$ cat config.mk
export PLATFORM = sky130hd
export DESIGN_NAME = mux5_rr_sched_flat
export DESIGN_NICKNAME = d
export VERILOG_FILES = /design/src/rtl/mux5_rr_sched_if.sv /design/src/rtl/mux5_rr_sched.sv /design/src/flat_wrapper.sv
export SDC_FILE = /design/constraint.sdc
export NUM_CORES = 1
export LEC_CHECK = 0
export BUFFER_PORTS_ARGS = -buffer_cell sky130_fd_sc_hd__buf_2
export CORE_MARGIN = 1
export CORE_UTILIZATION = 55
export CTS_CLUSTER_SIZE = 16
export DETAILED_ROUTE_END_ITERATION = 16
export PLACE_DENSITY_LB_ADDON = 0.1
export SETUP_SLACK_MARGIN = 0.05
export SYNTH_ARGS = -nofsm -noshare
export SYNTH_HDL_FRONTEND = slang
export SYNTH_SLANG_ARGS = --single-unit
$ cat constraint.sdc
create_clock -name clk -period 7.3 [get_ports clk]
set_input_delay 0.73 -clock clk [delete_from_list [all_inputs] [get_ports clk]]
set_output_delay 0.73 -clock clk [all_outputs]
set_load 0.03 [all_outputs]
$ cat src/rtl/mux5_rr_sched_if.sv
// rtl/mux5_rr_sched_if.sv - request/grant bundle between requesters and the mux5 scheduler
// Purpose: groups the arbitration handshake of mux5_rr_sched.
//   req      : per-source request, driven by the requesters (master)
//   gnt      : one-hot grant, driven by the scheduler (slave)
//   sel      : mux5 select, 0..4 = owner, 5 = idle
//   busy     : 1 while any grant is active
//   hold_cnt : cycles the current owner has held the mux
interface mux5_rr_sched_if #(
  parameter int CNT_W = 4
);
  logic [4:0]       req;
  logic [4:0]       gnt;
  logic [2:0]       sel;
  logic             busy;
  logic [CNT_W-1:0] hold_cnt;

  modport master (
    output req,
    input  gnt,
    input  sel,
    input  busy,
    input  hold_cnt
  );

  modport slave (
    input  req,
    output gnt,
    output sel,
    output busy,
    output hold_cnt
  );
endinterface

$ cat src/rtl/mux5_rr_sched.sv
// rtl/mux5_rr_sched.sv - round-robin scheduler driving the select of a shared 5:1 mux
// Purpose: decides each cycle which of five requesters owns mux5, bounds each
// tenure to MAX_HOLD cycles and rotates priority so nobody starves.
// Ports:
//   clk      : rising-edge clock
//   reset_n  : asynchronous active-low reset
//   bus      : slave side of mux5_rr_sched_if (req in; gnt/sel/busy/hold_cnt out)
// All outputs come straight from flops.
module mux5_rr_sched #(
  parameter int MAX_HOLD = 4,
  parameter int CNT_W    = 4
) (
  input  logic            clk,
  input  logic            reset_n,
  mux5_rr_sched_if.slave  bus
);

  typedef enum logic {
    IDLE  = 1'b0,
    GRANT = 1'b1
  } state_e;

  localparam logic [2:0]       SEL_IDLE  = 3'd5;
  localparam logic [2:0]       LAST_INIT = 3'd4;
  localparam logic [CNT_W-1:0] HOLD_MAX  = CNT_W'(MAX_HOLD);
  localparam logic [CNT_W-1:0] HOLD_ONE  = CNT_W'(1);

  state_e           state_q, state_d;
  logic [4:0]       gnt_q, gnt_d;
  logic [2:0]       sel_q, sel_d;
  logic             busy_q, busy_d;
  logic [CNT_W-1:0] hold_q, hold_d;
  logic [2:0]       last_q, last_d;

  logic [2:0]       search_base;
  logic [2:0]       win;
  logic             own_req;
  logic             do_grant;
  logic             do_idle;

  // First set request scanning base+1, base+2, ... modulo 5. The base itself
  // is visited last, so a lone preempted owner is re-granted naturally.
  function automatic logic [2:0] pick_winner(input logic [4:0] r, input logic [2:0] base);
    logic [2:0] idx;
    logic [2:0] w;
    logic       found;
    w     = 3'd0;
    found = 1'b0;
    for (int k = 1; k <= 5; k++) begin
      idx = 3'((int'(base) + k) % 5);
      if (!found && r[idx]) begin
        w     = idx;
        found = 1'b1;
      end
    end
    return w;
  endfunction

  // In GRANT the current owner becomes the new rotation pointer whenever the
  // tenure ends, so the search is based on it rather than on last_q.
  assign search_base = (state_q == GRANT) ? sel_q : last_q;
  assign win         = pick_winner(bus.req, search_base);
  assign own_req     = |(bus.req & gnt_q);

  always_comb begin
    state_d  = state_q;
    gnt_d    = gnt_q;
    sel_d    = sel_q;
    busy_d   = busy_q;
    hold_d   = hold_q;
    last_d   = last_q;
    do_grant = 1'b0;
    do_idle  = 1'b0;

    case (state_q)
      IDLE: begin
        if (|bus.req) do_grant = 1'b1;
      end
      GRANT: begin
        if (!own_req) begin
          last_d = sel_q;
          if (|bus.req) do_grant = 1'b1;
          else          do_idle  = 1'b1;
        end else if (hold_q < HOLD_MAX) begin
          hold_d = hold_q + HOLD_ONE;
        end else begin
          // Tenure exhausted: owner's own request is still set, so a winner exists.
          last_d   = sel_q;
          do_grant = 1'b1;
        end
      end
      default: do_idle = 1'b1;
    endcase

    if (do_grant) begin
      state_d = GRANT;
      gnt_d   = 5'b00001 << win;
      sel_d   = win;
      busy_d  = 1'b1;
      hold_d  = HOLD_ONE;
    end else if (do_idle) begin
      state_d = IDLE;
      gnt_d   = 5'b00000;
      sel_d   = SEL_IDLE;
      busy_d  = 1'b0;
      hold_d  = '0;
    end
  end

  always_ff @(posedge clk or negedge reset_n) begin
    if (!reset_n) begin
      state_q <= IDLE;
      gnt_q   <= 5'b00000;
      sel_q   <= SEL_IDLE;
      busy_q  <= 1'b0;
      hold_q  <= '0;
      last_q  <= LAST_INIT;
    end else begin
      state_q <= state_d;
      gnt_q   <= gnt_d;
      sel_q   <= sel_d;
      busy_q  <= busy_d;
      hold_q  <= hold_d;
      last_q  <= last_d;
    end
  end

  assign bus.gnt      = gnt_q;
  assign bus.sel      = sel_q;
  assign bus.busy     = busy_q;
  assign bus.hold_cnt = hold_q;

endmodule

$ cat src/flat_wrapper.sv
// flat-port wrapper written by rule: the top's interface ports become plain ports
module mux5_rr_sched_flat 
#(
  parameter int MAX_HOLD = 4,
  parameter int CNT_W    = 4
)
  (clk, reset_n, bus_req, bus_gnt, bus_sel, bus_busy, bus_hold_cnt);
  mux5_rr_sched_if #(.CNT_W(CNT_W)) bus_i ();
  input  logic clk;
  input  logic reset_n;
  input wire logic [$bits(bus_i.req)-1:0] bus_req;
  output wire logic [$bits(bus_i.gnt)-1:0] bus_gnt;
  output wire logic [$bits(bus_i.sel)-1:0] bus_sel;
  output wire logic [$bits(bus_i.busy)-1:0] bus_busy;
  output wire logic [$bits(bus_i.hold_cnt)-1:0] bus_hold_cnt;
  assign bus_i.req = bus_req;
  assign bus_gnt = bus_i.gnt;
  assign bus_sel = bus_i.sel;
  assign bus_busy = bus_i.busy;
  assign bus_hold_cnt = bus_i.hold_cnt;
  mux5_rr_sched #(.MAX_HOLD(MAX_HOLD), .CNT_W(CNT_W)) u_core (.clk(clk), .reset_n(reset_n), .bus(bus_i));
endmodule
# == Word-level counts from Yosys, hierarchy flattened ==
# Index checks and enable logic that the tools add are counted.
# word_totals
register_bits,16
in_bits,7
out_inout_bits,13
wordCells,82
# classes
n_addsub,6
div,5
order_cmp,6
eq_ne,1
shifts,1
n_mux,40
n_bitwise,2
reduce_logical,16
# ops
cell,n
remainder unit 32 x 4 -> 32 bit (second input constant),5
2-to-1 mux 3 bit,10
< comparator 3 x 4 -> 1 bit (second input constant),5
2-to-1 mux 4 bit,5
2-to-1 mux 1 bit,17
binary-select mux 1 bit (select 3 bit),5
2-to-1 mux 5 bit,2
OR reduction 5 bit,2
nonzero test 3 bit,3
adder 3 x 2 -> 4 bit (second input constant),2
adder 3 x 3 -> 4 bit (second input constant),2
AND 5 bit,1
left shift 1 x 3 -> 5 bit (first input constant),1
adder 3 x 1 -> 4 bit (second input constant),1
adder 4 x 1 -> 4 bit (second input constant),1
logical AND 1 bit,4
zero test 1 bit,4
< comparator 4 x 3 -> 1 bit (second input constant),1
AND reduction 3 bit,1
inequality test 2 bit (second input constant),1
case mux 1 bit (2 select lines),1
AND reduction 2 bit,1
nonzero test 2 bit,1
inverter 1 bit,1

# == Depth between registers and ports, before layout ==
# depth
word_depth,20
ltp_mapped,24
depth_no_buf,21

# == Least setup slack after synthesis ==
# OpenSTA, ideal clock, no wires.
# synth_timing
path_type,register -> register
startpoint,reg u_core.state_q
endpoint,"reg u_core.gnt_q[1], in the netlist u_core.bus.gnt[1]"
setup_ps,122
arrival_ps,5539
required_ps,7178
slack_ps,1640
stages_incl_launch_ff,24
n_path_buf,2
synth_period_minus_slack_ps,5660
cell_sequence,dfrtp_1 > buf_6 > mux2i_1 > inv_1 > ha_1 > clkbuf_1 > xnor2_1 > ha_1 > nor3b_1 > mux2i_1 > nand3_1 > nand2_1 > inv_1 > ha_1 > nor2b_1 > a211oi_1 > a32oi_1 > nand2_1 > mux2_2 > o311a_1 > o21ai_0 > or4b_4 > mux2_4 > a32o_1
# synth_via
elab_chain_cells,20
elab_cells_between_ends,44
cone_classes,add/sub: 5; div: 5; shift: 1; mux: 23; bitwise: 1; reduce/logical: 9
# synth_lines
item,line,source
"start, declared",mux5_rr_sched.sv:28,"state_e state_q, state_d;"
"start signal, assigned",mux5_rr_sched.sv:119,state_q <= state_d;
2-to-1 mux 3 bit,mux5_rr_sched.sv:61,assign search_base = (state_q == GRANT) ? sel_q : last_q;
adder 3 x 1 -> 4 bit,mux5_rr_sched.sv:50,idx = 3'((int'(base) + k) % 5);
remainder unit 32 x 4 -> 32 bit,mux5_rr_sched.sv:50,
binary-select mux 1 bit (select 3 bit),mux5_rr_sched.sv:51,if (!found && r[idx]) begin
2-to-1 mux 1 bit (implied by the code),mux5_rr_sched.sv:51,
2-to-1 mux 1 bit,mux5_rr_sched.sv:51,
zero test 1 bit,mux5_rr_sched.sv:51,
logical AND 1 bit,mux5_rr_sched.sv:51,
[... 4 more ...],n/a,
zero test 1 bit,mux5_rr_sched.sv:51,
logical AND 1 bit,mux5_rr_sched.sv:51,
2-to-1 mux 1 bit,mux5_rr_sched.sv:51,
zero test 1 bit,mux5_rr_sched.sv:51,
logical AND 1 bit,mux5_rr_sched.sv:51,
2-to-1 mux 3 bit,mux5_rr_sched.sv:51,
left shift 1 x 3 -> 5 bit,mux5_rr_sched.sv:97,gnt_d = 5'b00001 << win;
2-to-1 mux 5 bit,mux5_rr_sched.sv:95,if (do_grant) begin
"end signal, assigned",mux5_rr_sched.sv:120,gnt_q <= gnt_d;
"end, declared",mux5_rr_sched.sv:29,"logic [4:0] gnt_q, gnt_d;"
# Parallel ways exist; a longest one is shown, timed or not. The select of a mux whose other input is x is not followed.
# A chain may end at the register's enable or synchronous reset.

# == Worst setup path in the final report ==
# Same ends and word-level chain as after synthesis.

==> results_dict.tcl <==
set metrics [dict create \
    outcome "complete, no violations" \
    cp.arrival_ns 6.26 \
    antenna_cells 0 \
    antenna_found_initial 0 \
    synth_cell_types 71 \
    ant_nets 0 \
    clockBufferDepth 2 \
    avgSynthCellArea_um2 8.206 \
    initial_core_util_pct 58.24 \
    grt_pass1_wl_um 9880 \
    pre_cts_ws_ns 1.325 \
    die_area_mm2 0.004594 \
    synthCells 290 \
    crit_top_cell "ha_1" \
    drc 0 \
    numCtsBuffers 3 \
    synth.cell_area_mm2 0.002380 \
    grt.total_usage_pct 28.56 \
    drv_slew 0 \
    tritoncts "built" \
    post-route-min-period_ns 6.120 \
    totalWireLength_um 6047 \
    grt_max_degree 25 \
    instances_no_fill 350 \
    ys.flop_type "dfrtp_1" \
    core_mm2 0.004086 \
    synth_nets 319 \
    drt_pass1_iterations 5 \
    cap_violations 0 \
    wire_per_inst_um 17.28 \
    cts-root-buf "clkbuf_8" \
    setup_viol 0 \
    cts_setup_buffers 0 \
    syn2layout_area_growth_pct 5.941 \
    ctsHtreeMaxLevel 1 \
    path_cells "mux2i_2 -> buf_4 -> inv_2 -> ha_1 -> xnor2_1 -> ha_1 -> nor3b_1 -> mux2i_1 -> nand3_1 -> nand2_1 -> inv_1 -> ha_1 -> nor2b_1 -> a211oi_1 -> a32oi_1 -> nand2_1 -> mux2_2 -> o311a_1 -> o21ai_0 -> or4b_4 -> mux2_4 -> a32o_1" \
    fin_crit_sh_pct 83.83 \
    fmax_mhz 163.4 \
    dp_hpwl_um 4525 \
    slowest_delay_ns 0.67 \
    min_path_type "in -> async" \
    cp.buffers_inverters 3 \
    drive_above_1_share_pct 16.00 \
    worst_pin_slew_ns 0.6313 \
    rsz0062_at_grt "false" \
    gp_congestion 0.8945 \
    via_count 2241 \
    yosysSeqAreaShare_pct 16.98 \
    die_w_um 67.78 \
    crit_family "simple AND/OR/NAND/NOR gates" \
    cts_sinks 16 \
    crit_type "reg -> reg" \
    dieHeight_um 67.78 \
    clk_latency_ns 0.25 \
    setup.worst_path.start_class "flop" \
    slowest_stage "dfrtp_1" \
    nets 330 \
    crit_path_end_kind "flop" \
    io_buffers 19 \
    skew_ns 0.001481 \
    grt_pass1_vias 1988 \
    ios 20 \
    yosys_register_bits 16 \
    overflow 0 \
    cts_resized 0 \
    drtIter0Drc 193 \
    path_max_fanout 24 \
    final.setup.worst_slack_ns 1.180 \
    yosysWarnings 0 \
    dp.cells 346 \
    rows 23 \
    relSlewSlack_pct 57.02 \
    via_per_inst 6.403 \
    crit_required_ns 7.44 \
    hold_buffers 0 \
    fin_setup_tns_ns 0 \
    synth_edf_count 0 \
    async_reset_ff_share_pct 100.0 \
    finalHoldViolations 0 \
    final_util_pct 61.70 \
    clkTransAtPathRegs_ns 0.06 \
]
## worst paths after layout
check / start / endpoint / slack [ns] / depth (start not counted)
max in group asynchronous: reset_n / u_core.bus.sel[0]$_DFFE_PN1P_ / 6.62 / 1
min in group clk: u_core.bus.hold_cnt[3]$_DFFE_PN0P_ / u_core.bus.hold_cnt[3]$_DFFE_PN0P_ / 0.52 / 1
worst max-delay path: u_core.state_q$_DFFE_PN0P_ / u_core.bus.gnt[1]$_DFFE_PN0P_ / 1.18 / 22
worst min register to register: u_core.bus.hold_cnt[3]$_DFFE_PN0P_ / u_core.bus.hold_cnt[3]$_DFFE_PN0P_ / 0.52 / 1
worst min-delay path: reset_n / u_core.bus.hold_cnt[0]$_DFFE_PN0P_ / 0.38 / 1
worst max register to register: u_core.state_q$_DFFE_PN0P_ / u_core.bus.gnt[1]$_DFFE_PN0P_ / 1.18 / 22
## synthesized netlist by cell type (4+ instances only)
library cell | n | area (um2)
mux2i_1 | 13 | 130.1
inv_1 | 13 | 48.80
and3_1 | 4 | 25.02
o211ai_1 | 4 | 30.03
a21o_1 | 4 | 30.03
o21ai_0 | 8 | 40.04
nand2_1 | 33 | 123.9
nand3_1 | 5 | 25.02
and2_1 | 6 | 37.54
o31ai_1 | 4 | 30.03
nand2b_1 | 6 | 37.54
a21oi_1 | 14 | 70.07
nor3_1 | 4 | 20.02
ha_1 | 22 | 275.3
xnor2_1 | 7 | 61.31
a31oi_1 | 4 | 25.02
nor2_1 | 19 | 71.32
mux2_2 | 4 | 45.04
nand3b_1 | 4 | 30.03
a211oi_1 | 7 | 52.55
clkbuf_1 | 9 | 33.78
dfrtp_1 | 13 | 325.3
## layer usage
layer | track usage, % | part of all wire [%] | up-vias
li1 | - | - | 1105
met3 | 3.716 | 6.5 | 9
met1 | 45.29 | 53 | 1033
met5 | 0 | 0 | -
met2 | 41.46 | 40 | 94
met4 | 3.125 | 0.73 | 0
## cell families (layout without fill, tap and decap cells)
| kind of cell | count (synthesis) | after routing | share of synthesized area (%) |
|---|---|---|---|
| AOI/OAI and AO/OA | 85 | 85 | 26.18 |
| buffers and inverters | 30 | 40 | 5.730 |
| and+or+nand+nor | 104 | 104 | 22.92 |
| xor gates and xnor gates | 9 | 9 | 4.101 |
| muxes | 24 | 24 | 12.51 |
| DFF | 16 | 16 | 16.98 |
| adders and majority gates | 22 | 22 | 11.57 |
## flip-flops by register name, summed over array words and instances, names as in the netlist
name                 flops
u_core.bus.hold_cnt      4
u_core.bus.sel           3
u_core.bus.gnt           5
u_core.last_q            3
u_core.state_q           1
## worst register-to-register path: cells and delay by family, from the launching register on
kind	cells	cell delay, ns
muxes	4	1.33
AOI/OAI and AO/OA	5	0.86
DFF	1	0.67
buffers and inverters	3	0.56
and+or+nand+nor	6	1.42
xor gates and xnor gates	1	0.36
adders and majority gates	3	0.79
## cells in the final DEF, fill, tap and decap left out, drive strengths merged, types with 3 or more instances in the layout
master	Yosys	routed
mux2	7	7
nor3b	3	3
mux2i	15	15
xnor2	8	8
o211ai	4	4
nand3	5	5
nand2	33	33
a22o	3	3
nor2b	3	3
clkbuf	9	4
and2	6	6
o21ai	12	12
inv	15	15
buf	6	21
nor2	20	20
nor3	4	4
ha	22	22
nor4	3	3
a211oi	7	7
a31oi	4	4
or2	3	3
and3	4	4
a32o	3	3
nand2b	6	6
o31ai	5	5
o221ai	3	3
o22ai	3	3
a21o	4	4
dfstp	3	3
a32oi	3	3
dfrtp	13	13
nand3b	4	4
a21oi	14	14
## layout make-up
| cell class | count | area, um2 |
|---|---|---|
| Clock buffer | 4 | 45.04 |
| Inverter | 15 | 56.30 |
| Sequential cell | 16 | 404.1 |
| Timing Repair Buffer | 21 | 110.1 |
| Tap cell | 50 | 62.56 |
| Fill cell | 373 | 1565 |
| Multi-Input combinational cell | 244 | 1843 |
## per-stage QoR
| step | hold slack (ns) | cell area, um2 |
|---|---|---|
| finish | 0.3810 | 2521 |
| global route | 0.4016 | 2521 |
| CTS | 0.3875 | 2521 |
| detailed placement | 0.4996 | 2476 |
| global placement | 0.5046 | 2476 |
| floorplan | 0.4344 | 2380 |
Power is not shown: default switching activity piles up to over one toggle a cycle in this logic, so the estimate is an artifact.
